===== config.mk =====
export PLATFORM = sky130hd
export DESIGN_NAME = fetch_unit_flat
export DESIGN_NICKNAME = d
export VERILOG_FILES = /design/src/rtl/fetch_unit_if.sv /design/src/rtl/fetch_unit.sv /design/src/flat_wrapper.sv
export SDC_FILE = /design/constraint.sdc
export NUM_CORES = 1
export LEC_CHECK = 0
export ABC_CLOCK_PERIOD_IN_PS = 7300
export CORE_MARGIN = 10
export CORE_UTILIZATION = 28
export DETAILED_ROUTE_END_ITERATION = 12
export DONT_BUFFER_PORTS = 1
export GPL_TIMING_DRIVEN = 0
export PLACE_DENSITY = 0.38
export SYNTH_ARGS = -nofsm -noshare
export SYNTH_HDL_FRONTEND = slang
export SYNTH_SLANG_ARGS = --single-unit
export TNS_END_PERCENT = 5

===== constraint.sdc =====
create_clock -name clk -period 7.3 [get_ports clk]
set_clock_uncertainty 0.15 [all_clocks]
set_input_delay 1.46 -clock clk [delete_from_list [all_inputs] [get_ports clk]]
set_output_delay 1.46 -clock clk [all_outputs]
set_load 0.02 [all_outputs]

===== src/rtl/fetch_unit_if.sv =====
`default_nettype none
// ============================================================================
// Module      : fetch_unit_if
// Description : Bundles the fetch unit's external handshakes: the branch
//               redirect from MEM, the instruction-memory req/ack port and
//               the valid/ready port toward the IF/ID pipeline register.
//               master = fetch unit view, slave = surrounding pipeline/memory.
// Revision    : 1.0 - initial release
// ============================================================================
interface fetch_unit_if #(
    parameter int PC_WIDTH    = 64,
    parameter int INSTR_WIDTH = 32
);
    // Branch redirect from the MEM stage
    logic                   redirect_valid;
    logic [PC_WIDTH-1:0]    redirect_pc;

    // Instruction memory request/acknowledge
    logic                   imem_req;
    logic [PC_WIDTH-1:0]    imem_addr;
    logic                   imem_ack;
    logic [INSTR_WIDTH-1:0] imem_rdata;

    // Fetched instruction stream toward IF/ID
    logic                   out_valid;
    logic                   out_ready;
    logic [PC_WIDTH-1:0]    out_pc;
    logic [INSTR_WIDTH-1:0] out_instr;

    modport master (
        input  redirect_valid, redirect_pc,
        input  imem_ack, imem_rdata,
        input  out_ready,
        output imem_req, imem_addr,
        output out_valid, out_pc, out_instr
    );

    modport slave (
        output redirect_valid, redirect_pc,
        output imem_ack, imem_rdata,
        output out_ready,
        input  imem_req, imem_addr,
        input  out_valid, out_pc, out_instr
    );
endinterface
`default_nettype wire


===== src/rtl/fetch_unit.sv =====
`default_nettype none
// ============================================================================
// Module      : fetch_unit
// Description : Instruction-fetch front end. Owns the fetch PC, issues one
//               request at a time to instruction memory, buffers returned
//               {pc, instr} pairs in a QDEPTH-entry queue and presents the
//               head to IF/ID. A redirect flushes the queue and squashes any
//               outstanding request.
// Ports       : clk    - clock
//               reset  - synchronous active-high reset
//               bus    - fetch_unit_if.master (redirect, imem req/ack,
//                        out valid/ready stream)
// Revision    : 1.0 - initial release
// ============================================================================
module fetch_unit #(
    parameter int                  PC_WIDTH    = 64,
    parameter int                  INSTR_WIDTH = 32,
    parameter logic [PC_WIDTH-1:0] RESET_PC    = '0,
    parameter int                  QDEPTH      = 4
) (
    input  wire logic    clk,
    input  wire logic    reset,
    fetch_unit_if.master bus
);

    localparam int                  c_ptr_w   = $clog2(QDEPTH);
    localparam int                  c_cnt_w   = $clog2(QDEPTH) + 1;
    localparam logic [c_cnt_w-1:0]  c_full    = c_cnt_w'(QDEPTH);
    localparam logic [PC_WIDTH-1:0] c_pc_step = PC_WIDTH'(4);

    typedef enum logic [1:0] {
        S_IDLE   = 2'd0,
        S_WAIT   = 2'd1,
        S_SQUASH = 2'd2
    } state_t;

    state_t                 r_state;
    logic [PC_WIDTH-1:0]    r_fetch_pc;
    logic [PC_WIDTH-1:0]    r_req_addr;
    logic [c_cnt_w-1:0]     r_count;
    logic [c_ptr_w-1:0]     r_wr_ptr;
    logic [c_ptr_w-1:0]     r_rd_ptr;
    logic [PC_WIDTH-1:0]    r_q_pc    [QDEPTH];
    logic [INSTR_WIDTH-1:0] r_q_instr [QDEPTH];

    logic                   w_req;
    logic [PC_WIDTH-1:0]    w_addr;
    logic                   w_push;
    logic [PC_WIDTH-1:0]    w_push_pc;
    logic                   w_out_valid;
    logic                   w_pop;
    logic [PC_WIDTH-1:0]    w_redirect_pc;

    // Targets are word aligned; low bits of the branch adder result are dropped.
    assign w_redirect_pc = {bus.redirect_pc[PC_WIDTH-1:2], 2'b00};

    // Request decode. In IDLE the request is combinational on redirect so a
    // taken branch never launches a fetch down the wrong path. Once a request
    // is outstanding it stays up with a stable address until acknowledged.
    always_comb begin
        w_req     = 1'b0;
        w_addr    = r_fetch_pc;
        w_push    = 1'b0;
        w_push_pc = r_fetch_pc;
        case (r_state)
            S_IDLE: begin
                w_req     = (r_count < c_full) && !bus.redirect_valid;
                w_addr    = r_fetch_pc;
                w_push    = w_req && bus.imem_ack;
                w_push_pc = r_fetch_pc;
            end
            S_WAIT: begin
                w_req     = 1'b1;
                w_addr    = r_req_addr;
                w_push    = bus.imem_ack && !bus.redirect_valid;
                w_push_pc = r_req_addr;
            end
            S_SQUASH: begin
                // Stale request must complete; its data is thrown away.
                w_req     = 1'b1;
                w_addr    = r_req_addr;
            end
            default: begin
                w_req     = 1'b0;
            end
        endcase
        if (reset) begin
            w_req  = 1'b0;
            w_push = 1'b0;
        end
    end

    assign w_out_valid   = (r_count != '0);
    assign w_pop         = w_out_valid && bus.out_ready;

    assign bus.imem_req  = w_req;
    assign bus.imem_addr = w_addr;
    assign bus.out_valid = w_out_valid;
    assign bus.out_pc    = w_out_valid ? r_q_pc[r_rd_ptr]    : '0;
    assign bus.out_instr = w_out_valid ? r_q_instr[r_rd_ptr] : '0;

    // Queue storage needs no reset; validity is tracked by r_count.
    always_ff @(posedge clk) begin
        if (w_push && !bus.redirect_valid) begin
            r_q_pc[r_wr_ptr]    <= w_push_pc;
            r_q_instr[r_wr_ptr] <= bus.imem_rdata;
        end
    end

    always_ff @(posedge clk) begin
        if (reset) begin
            r_state    <= S_IDLE;
            r_fetch_pc <= RESET_PC;
            r_req_addr <= '0;
            r_count    <= '0;
            r_wr_ptr   <= '0;
            r_rd_ptr   <= '0;
        end else begin
            // Queue bookkeeping; a redirect wins over any push or pop.
            if (bus.redirect_valid) begin
                r_count  <= '0;
                r_wr_ptr <= '0;
                r_rd_ptr <= '0;
            end else begin
                if (w_push) begin
                    r_wr_ptr <= r_wr_ptr + 1'b1;
                end
                if (w_pop) begin
                    r_rd_ptr <= r_rd_ptr + 1'b1;
                end
                case ({w_push, w_pop})
                    2'b10:   r_count <= r_count + 1'b1;
                    2'b01:   r_count <= r_count - 1'b1;
                    default: r_count <= r_count;
                endcase
            end

            case (r_state)
                S_IDLE: begin
                    if (bus.redirect_valid) begin
                        r_fetch_pc <= w_redirect_pc;
                    end else if (w_req) begin
                        if (bus.imem_ack) begin
                            r_fetch_pc <= r_fetch_pc + c_pc_step;
                        end else begin
                            r_req_addr <= r_fetch_pc;
                            r_state    <= S_WAIT;
                        end
                    end
                end
                S_WAIT: begin
                    if (bus.imem_ack) begin
                        r_state    <= S_IDLE;
                        r_fetch_pc <= bus.redirect_valid ? w_redirect_pc
                                                         : r_req_addr + c_pc_step;
                    end else if (bus.redirect_valid) begin
                        r_fetch_pc <= w_redirect_pc;
                        r_state    <= S_SQUASH;
                    end
                end
                S_SQUASH: begin
                    if (bus.redirect_valid) begin
                        r_fetch_pc <= w_redirect_pc;
                    end
                    if (bus.imem_ack) begin
                        r_state <= S_IDLE;
                    end
                end
                default: begin
                    r_state <= S_IDLE;
                end
            endcase
        end
    end

    // Requests are only launched with a free slot and one outstanding at a
    // time, so a push can never find the queue full.
    always_ff @(posedge clk) begin
        if (!reset && w_push && !bus.redirect_valid) begin
            assert (r_count < c_full)
                else $error("fetch_unit: push into full queue");
        end
    end

endmodule
`default_nettype wire


===== src/flat_wrapper.sv =====
// flat-port wrapper written by rule: the top's interface ports become plain ports
module fetch_unit_flat 
#(
    parameter int                  PC_WIDTH    = 64,
    parameter int                  INSTR_WIDTH = 32,
    parameter logic [PC_WIDTH-1:0] RESET_PC    = '0,
    parameter int                  QDEPTH      = 4
)
  (clk, reset, bus_redirect_valid, bus_redirect_pc, bus_imem_ack, bus_imem_rdata, bus_out_ready, bus_imem_req, bus_imem_addr, bus_out_valid, bus_out_pc, bus_out_instr);
  fetch_unit_if #(.PC_WIDTH(PC_WIDTH), .INSTR_WIDTH(INSTR_WIDTH)) bus_i ();
  input  wire logic clk;
  input  wire logic reset;
  input wire logic [$bits(bus_i.redirect_valid)-1:0] bus_redirect_valid;
  input wire logic [$bits(bus_i.redirect_pc)-1:0] bus_redirect_pc;
  input wire logic [$bits(bus_i.imem_ack)-1:0] bus_imem_ack;
  input wire logic [$bits(bus_i.imem_rdata)-1:0] bus_imem_rdata;
  input wire logic [$bits(bus_i.out_ready)-1:0] bus_out_ready;
  output wire logic [$bits(bus_i.imem_req)-1:0] bus_imem_req;
  output wire logic [$bits(bus_i.imem_addr)-1:0] bus_imem_addr;
  output wire logic [$bits(bus_i.out_valid)-1:0] bus_out_valid;
  output wire logic [$bits(bus_i.out_pc)-1:0] bus_out_pc;
  output wire logic [$bits(bus_i.out_instr)-1:0] bus_out_instr;
  assign bus_i.redirect_valid = bus_redirect_valid;
  assign bus_i.redirect_pc = bus_redirect_pc;
  assign bus_i.imem_ack = bus_imem_ack;
  assign bus_i.imem_rdata = bus_imem_rdata;
  assign bus_i.out_ready = bus_out_ready;
  assign bus_imem_req = bus_i.imem_req;
  assign bus_imem_addr = bus_i.imem_addr;
  assign bus_out_valid = bus_i.out_valid;
  assign bus_out_pc = bus_i.out_pc;
  assign bus_out_instr = bus_i.out_instr;
  fetch_unit #(.PC_WIDTH(PC_WIDTH), .INSTR_WIDTH(INSTR_WIDTH), .RESET_PC(RESET_PC), .QDEPTH(QDEPTH)) u_core (.clk(clk), .reset(reset), .bus(bus_i));
endmodule

# Yosys cells after proc, flatten, opt, wreduce, memory -nomap -nowiden
# Memories as Yosys holds them, arrays and structs flattened. A register that Yosys moved wholly into a read port is not among the register bits.
# Cells that the tools add are included.
# word_totals
register_bits,137
latchBits,0
ram_bits,384
mem_bits_ro,0
inputBits,101
out_inout_bits,162
n_memories,2
# mem_list
name,words,word_bits,rd,rd_clocked_by_memory_dff,write_ports,line_no,rtl
u_core.r_q_pc,4,64,1,1,1,fetch_unit.sv:43,logic [PC_WIDTH-1:0] r_q_pc [QDEPTH];
u_core.r_q_instr,4,32,1,1,1,fetch_unit.sv:44,logic [INSTR_WIDTH-1:0] r_q_instr [QDEPTH];
# classes
add_sub_neg,6
n_mul,0
div_mod_pow,0
n_lt_le_gt_ge,1
eq_ne,11
shift,0
muxes,29
n_bitwise,2
reduce_logical,15
# op_table
cell,n
64-bit 2-to-1 mux,9
64-bit one-hot mux with 3 select lines,1
"64-bit by 3-bit adder with 64-bit output, second input constant",2
32-bit 2-to-1 mux,1
2-bit 2-to-1 mux,10
"3-bit inequality test, second input constant",3
"2-bit inequality test, second input constant",4
2-bit one-hot mux with 3 select lines,1
3-bit one-hot mux with 2 select lines,1
3-bit nonzero test,2
1-bit logical AND,5
5-bit AND reduction,1
"2-bit by 1-bit adder with 2-bit output, second input constant",2
"2-bit by 1-bit == test with 1-bit output, second input constant",2
"2-bit == test, second input constant",2
1-bit 2-to-1 mux,4
1-bit one-hot mux with 2 select lines,2
4-bit AND reduction,1
2-bit OR reduction,2
"3-bit by 1-bit adder with 3-bit output, second input constant",1
"3-bit less-than comparator, second input constant",1
3-bit AND reduction,1
"3-bit by 1-bit subtractor with 3-bit output, second input constant",1
2-bit zero test,1
3 further kinds,4

# Longest topological paths before layout
# depth
depth_word,8
depth_mapped,13

# Least setup slack after synthesis
# No wires, ideal clock.
# synth_path
path_type,in2reg
startpoint,input port bus_redirect_valid
endpoint,memory u_core.r_q_instr[0][0] (enable)
setup_time_ps,466
arrival_ps,4978
t_required_ps,6684
setup_slack_ps,1706
path_stages,7
path_buffers,3
cell_sequence,clkbuf_1 -> inv_1 -> clkbuf_1 -> buf_1 -> nand2_1 -> nor2_1 -> and2_1
# synth_between
elab_chain_len,8
# synth_lines
item,line_no,rtl
start: declaration,flat_wrapper.sv:13,input wire logic [$bits(bus_i.redirect_valid)-1:0] bus_redirect_valid;
1-bit zero test (*),"fetch_unit.sv:67, fetch_unit.sv:75, fetch_unit.sv:104",
1-bit logical AND,fetch_unit.sv:67,w_req = (r_count < c_full) && !bus.redirect_valid;
1-bit logical AND,fetch_unit.sv:69,w_push = w_req && bus.imem_ack;
1-bit one-hot mux with 2 select lines,fetch_unit.sv:65,case (r_state)
1-bit 2-to-1 mux,fetch_unit.sv:87,if (reset) begin
1-bit logical AND (*),fetch_unit.sv:104,if (w_push && !bus.redirect_valid) begin
1-bit 2-to-1 mux (*),fetch_unit.sv:104,
1-bit 2-to-1 mux (not written as such) (*),fetch_unit.sv:106,r_q_instr[r_wr_ptr] <= bus.imem_rdata;
end: declaration,fetch_unit.sv:44,
# Every way passes the cells marked *; elsewhere a longest branch is shown, timed or not.

# Worst setup path after layout
# layout_path
startpoint,register u_core.r_state[1]
endpoint,output port bus_imem_addr[28]
# layout_between
elab_chain_len,3
# layout_lines
item,line_no,rtl
start: declaration,fetch_unit.sv:37,state_t r_state;
start signal: assignment,fetch_unit.sv:112,r_state <= S_IDLE;
start signal: assignment,fetch_unit.sv:147,r_state <= S_WAIT;
start signal: assignment,fetch_unit.sv:153,r_state <= S_IDLE;
2-bit by 1-bit == test with 1-bit output / 2-bit == test (equally long branches),fetch_unit.sv:65,
2-bit OR reduction (no line) (*),--,
64-bit 2-to-1 mux (*),fetch_unit.sv:65,
end: declaration,flat_wrapper.sv:19,output wire logic [$bits(bus_i.imem_addr)-1:0] bus_imem_addr;
# Marks and branches as above.

==> impl_metrics.prom <==
# TYPE chip_impl_metric gauge
chip_impl_metric{name="synthCells",unit=""} 2316
chip_impl_info{name="cts_tree",value="yes"} 1
chip_impl_metric{name="numClockSinks",unit=""} 523
chip_impl_info{name="worst_setup_path_end_kind",value="primary output"} 1
chip_impl_info{name="synthTopCellsByArea",value="sky130_fd_sc_hd__edfxtp_1, sky130_fd_sc_hd__dfxtp_1, sky130_fd_sc_hd__mux4_2"} 1
chip_impl_metric{name="maxSlewViolCount",unit=""} 0
chip_impl_metric{name="initial_core_util",unit=""} 0.2831
chip_impl_info{name="crit_path_cell_trace",value="inv_1, ha_1, clkbuf_1, clkbuf_1, clkbuf_1, buf_1, clkbuf_2, nand2_1, o21ai_0"} 1
chip_impl_metric{name="path_max_fanout",unit=""} 10
chip_impl_metric{name="synth.yosys.seq_area_share",unit=""} 0.5394
chip_impl_metric{name="grt_overflow_total",unit=""} 0
chip_impl_metric{name="post_synth_num_cell_types",unit=""} 86
chip_impl_metric{name="synth.cell_area",unit="µm²"} 26540
chip_impl_metric{name="timing.critical_path.required",unit="ps"} 5690
chip_impl_metric{name="portBuffers",unit=""} 0
chip_impl_metric{name="clkTransAtPathRegs",unit="ps"} 60
chip_impl_info{name="most_used_cell_cp",value="sky130_fd_sc_hd__clkbuf_1"} 1
chip_impl_metric{name="detailed_place_hpwl",unit="mm"} 87.44
chip_impl_metric{name="timing.final.hold_violations",unit=""} 0
chip_impl_metric{name="area_taken_by_flip_flops_and_latches",unit="µm²"} 14310
chip_impl_metric{name="total_placed_cells_including_tap_cells",unit=""} 3581
chip_impl_info{name="cpMaxStageDelayCell",value="sky130_fd_sc_hd__clkbuf_1"} 1
chip_impl_info{name="clock-root-buffer",value="sky130_fd_sc_hd__clkbuf_16"} 1
chip_impl_metric{name="arrival_time_of_data_at_the_critical_path_endpoint",unit="ps"} 5280
chip_impl_metric{name="largest_net_degree_at_the_start_of_global_routing",unit=""} 46
chip_impl_metric{name="power.density",unit="nW/µm²"} 351.2
chip_impl_metric{name="htree_levels",unit=""} 2
chip_impl_metric{name="global_route_wire_length_before_repair",unit="mm"} 164.1
chip_impl_metric{name="max_clock_freq",unit="MHz"} 145.1
chip_impl_metric{name="ant_nets",unit=""} 0
chip_impl_metric{name="timing_worst_slew_pin_value",unit="ps"} 1445
chip_impl_metric{name="routedWlPerCell",unit="µm"} 32.22
chip_impl_metric{name="netlist.area_leader.share",unit=""} 0.4345
chip_impl_info{name="path_delay_family",value="buffers and inverters"} 1
chip_impl_info{name="rsz0062_at_grt",value="no"} 1
chip_impl_info{name="synth.largest_area_cell",value="sky130_fd_sc_hd__edfxtp_1"} 1
chip_impl_info{name="hold_crit_class",value="reg2reg"} 1
chip_impl_metric{name="setup_violations",unit=""} 0
chip_impl_metric{name="antenna_found_initial",unit=""} 22
chip_impl_metric{name="fillerInstances",unit=""} 9455
chip_impl_metric{name="synth.net_count",unit=""} 2430
chip_impl_metric{name="drtIter0Drc",unit=""} 1962
chip_impl_metric{name="number_of_clock_buffers_inserted_by_tritoncts",unit=""} 61
chip_impl_metric{name="core-area",unit="µm²"} 93750
chip_impl_metric{name="floorplan.die.width",unit="µm"} 327.9
chip_impl_metric{name="final.period_utilization",unit=""} 0.9444
chip_impl_metric{name="ir_drop",unit="mV"} 0.2201
chip_impl_metric{name="ys_ff_latch",unit=""} 523
chip_impl_info{name="synth_top_flop_cell",value="sky130_fd_sc_hd__edfxtp_1"} 1
chip_impl_info{name="result_of_the_run",value="finished clean"} 1
chip_impl_metric{name="max-clock-path-buffers",unit=""} 3
chip_impl_metric{name="finalNetCount",unit=""} 2504
chip_impl_metric{name="globalplace.congestion",unit=""} 0.9574
chip_impl_info{name="worstSetupPathType",value="reg2out"} 1
chip_impl_metric{name="postRouteWirelength",unit="mm"} 119.4
chip_impl_metric{name="placement_rows",unit=""} 112
chip_impl_metric{name="final_critical_delay_including_setup_and_external_delays",unit="ps"} 6894
chip_impl_metric{name="max-slew-margin-rel",unit=""} 0.02800
chip_impl_metric{name="timing.critical_path.slowest_cell_delay",unit="ps"} 820
chip_impl_metric{name="detail_route.first_pass.iterations",unit=""} 6
chip_impl_metric{name="drc",unit=""} 0
chip_impl_metric{name="global_route.usage.total",unit=""} 0.2145
chip_impl_metric{name="syn2layout_area_growth",unit="%"} 14.51
chip_impl_info{name="ys_top_cells_by_count",value="sky130_fd_sc_hd__edfxtp_1, sky130_fd_sc_hd__nand2_1, sky130_fd_sc_hd__a21oi_1, sky130_fd_sc_hd__dfxtp_1, sky130_fd_sc_hd__clkbuf_1"} 1
chip_impl_metric{name="post_route_cells_drive_above_1_share",unit=""} 0.1579
chip_impl_info{name="synth_most_common_cell",value="sky130_fd_sc_hd__edfxtp_1"} 1
chip_impl_metric{name="post_syn_area_per_cell",unit="µm²"} 11.46
chip_impl_metric{name="design.die.area",unit="µm²"} 107500
chip_impl_metric{name="yosysWarningCount",unit=""} 0
chip_impl_metric{name="dieHeight",unit="µm"} 327.9
chip_impl_metric{name="power_leakage",unit="nW"} 9.556
chip_impl_metric{name="share_of_flip_flops_with_an_asynchronous_set_or_reset_after_synthesis",unit=""} 0
chip_impl_metric{name="via_count",unit=""} 20410
chip_impl_metric{name="clock_insertion_delay_worst_skew",unit="ps"} 660
chip_impl_metric{name="final-instance-count-excl-fill",unit=""} 3704
chip_impl_metric{name="grt_pass1_vias",unit=""} 20120
chip_impl_metric{name="synth_edf_count",unit=""} 384
chip_impl_metric{name="cp_num_buf_inv",unit=""} 6
chip_impl_metric{name="maxCapViolCount",unit=""} 0
chip_impl_info{name="worstSetupStartpointType",value="register"} 1
chip_impl_metric{name="p_total",unit="mW"} 10.67
chip_impl_metric{name="area_of_the_multi_input_gates",unit="µm²"} 11240
chip_impl_metric{name="io_pins",unit=""} 263
chip_impl_metric{name="final_util",unit=""} 0.3241
chip_impl_metric{name="vias_cell",unit=""} 5.509
[worst register-to-register path: stages, from the launching register on]
cell                       delay [ps]
sky130_fd_sc_hd__dfxtp_1          470
sky130_fd_sc_hd__inv_1            140
sky130_fd_sc_hd__ha_1             290
sky130_fd_sc_hd__clkbuf_1         430
sky130_fd_sc_hd__nor2b_1          130
sky130_fd_sc_hd__o21a_1           230
sky130_fd_sc_hd__nor2_1          1000
sky130_fd_sc_hd__nor2_1           680
sky130_fd_sc_hd__clkbuf_1         640
sky130_fd_sc_hd__o221a_1          450
[state kept, by name, indices dropped and copies added, names as in the netlist, named ones only]
register and cells:
u_core.r_count 3, u_core.r_fetch_pc 64, u_core.r_q_instr 128, u_core.r_q_pc 256
u_core.r_rd_ptr 2, u_core.r_req_addr 64, u_core.r_state 2, u_core.r_wr_ptr 2
[cell usage in the layout (no fill, tap or decap), types with 32 or more instances in the layout]
| cell type | n |
|---|---|
| sky130_fd_sc_hd__xor2_1 | 32 |
| sky130_fd_sc_hd__buf_2 | 38 |
| sky130_fd_sc_hd__nand3_1 | 72 |
| sky130_fd_sc_hd__nand4_1 | 50 |
| sky130_fd_sc_hd__inv_1 | 40 |
| sky130_fd_sc_hd__dfxtp_1 | 139 |
| sky130_fd_sc_hd__nor2_1 | 96 |
| sky130_fd_sc_hd__and2_1 | 111 |
| sky130_fd_sc_hd__mux2_2 | 105 |
| sky130_fd_sc_hd__nand2_1 | 260 |
| sky130_fd_sc_hd__a21oi_1 | 153 |
| sky130_fd_sc_hd__nor3_1 | 47 |
| sky130_fd_sc_hd__mux4_2 | 96 |
| sky130_fd_sc_hd__clkbuf_16 | 63 |
| sky130_fd_sc_hd__o21ai_0 | 106 |
| sky130_fd_sc_hd__buf_1 | 32 |
| sky130_fd_sc_hd__xnor2_1 | 42 |
| sky130_fd_sc_hd__clkbuf_1 | 147 |
| sky130_fd_sc_hd__edfxtp_1 | 384 |
[path summary, 6_finish.rpt]
kind	cells past startpoint	slack [ps]	from	to
max	9	410	u_core.r_state[1]	bus_imem_addr[28]
min	2	310	u_core.r_fetch_pc[0]	u_core.r_req_addr[0]
max reg2reg	9	2590	u_core.r_state[1]	u_core.r_fetch_pc[43]
min reg2reg	2	310	u_core.r_fetch_pc[0]	u_core.r_req_addr[0]
[logic make-up after synthesis]
kind of cell    synth area share
buf+inv                  0.03781
simple gates              0.1513
xor+xnor                 0.02442
flops                     0.5394
compound gates            0.1101
fa+ha+maj               0.006412
mux                       0.1306
[per-stage QoR]
| stage | instance area [µm²] | TNS (ps) | setup slack (ps) | hold WS, ps |
|---|---|---|---|---|
| 2_1_floorplan | 26540 | 0 | 1706 | 281.9 |
| 3_3_place_gp | 28110 | -870130 | -2324 | 292.6 |
| 3_5_place_dp | 28350 | 0 | 686.3 | 303.1 |
| 4_1_cts | 30360 | 0 | 28.16 | 311.6 |
| 5_1_grt | 30360 | 0 | 312.1 | 324.0 |
| 6_report | 30390 | 0 | 406.1 | 309.0 |
[cell type report]
class | instances | share of cell area
flip-flops and latches | 523 | 0.4710
multi-input cells | 1543 | 0.3699
clock inverters | 31 | 0.01075
well taps | 1254 | 0.05163
plain buffers | 209 | 0.02804
clock buffers | 81 | 0.05542
repair buffers | 11 | 0.007247
inverters | 41 | 0.005064
diodes | 11 | 0.0009058
[report_power, final]
part / switching [mW] / internal, mW
combinational: 2.87 / 0.982
sequential: 0.169 / 3.54
clock: 1.28 / 1.83
[per-layer routing]
layer / track usage / wire length, µm / share of wire
met1: 0.2787 / 49130 / 0.41
met2: 0.3408 / 54740 / 0.46
met3: 0.06303 / 11630 / 0.097
met4: 0.06603 / 3705 / 0.031
met5: 0 / 156 / 0.0013
[timing repair]
| item | in CTS | in global routing |
|---|---|---|
| endpoints found under the setup margin | 1 | 3 |
| buffers inserted | 0 | 0 |
| pin swaps | 0 | 0 |
| gates cloned | 0 | 0 |
| hold buffers | 0 | 0 |
| resized for setup | 1 | 3 |
(Power assumes the default switching activity.)
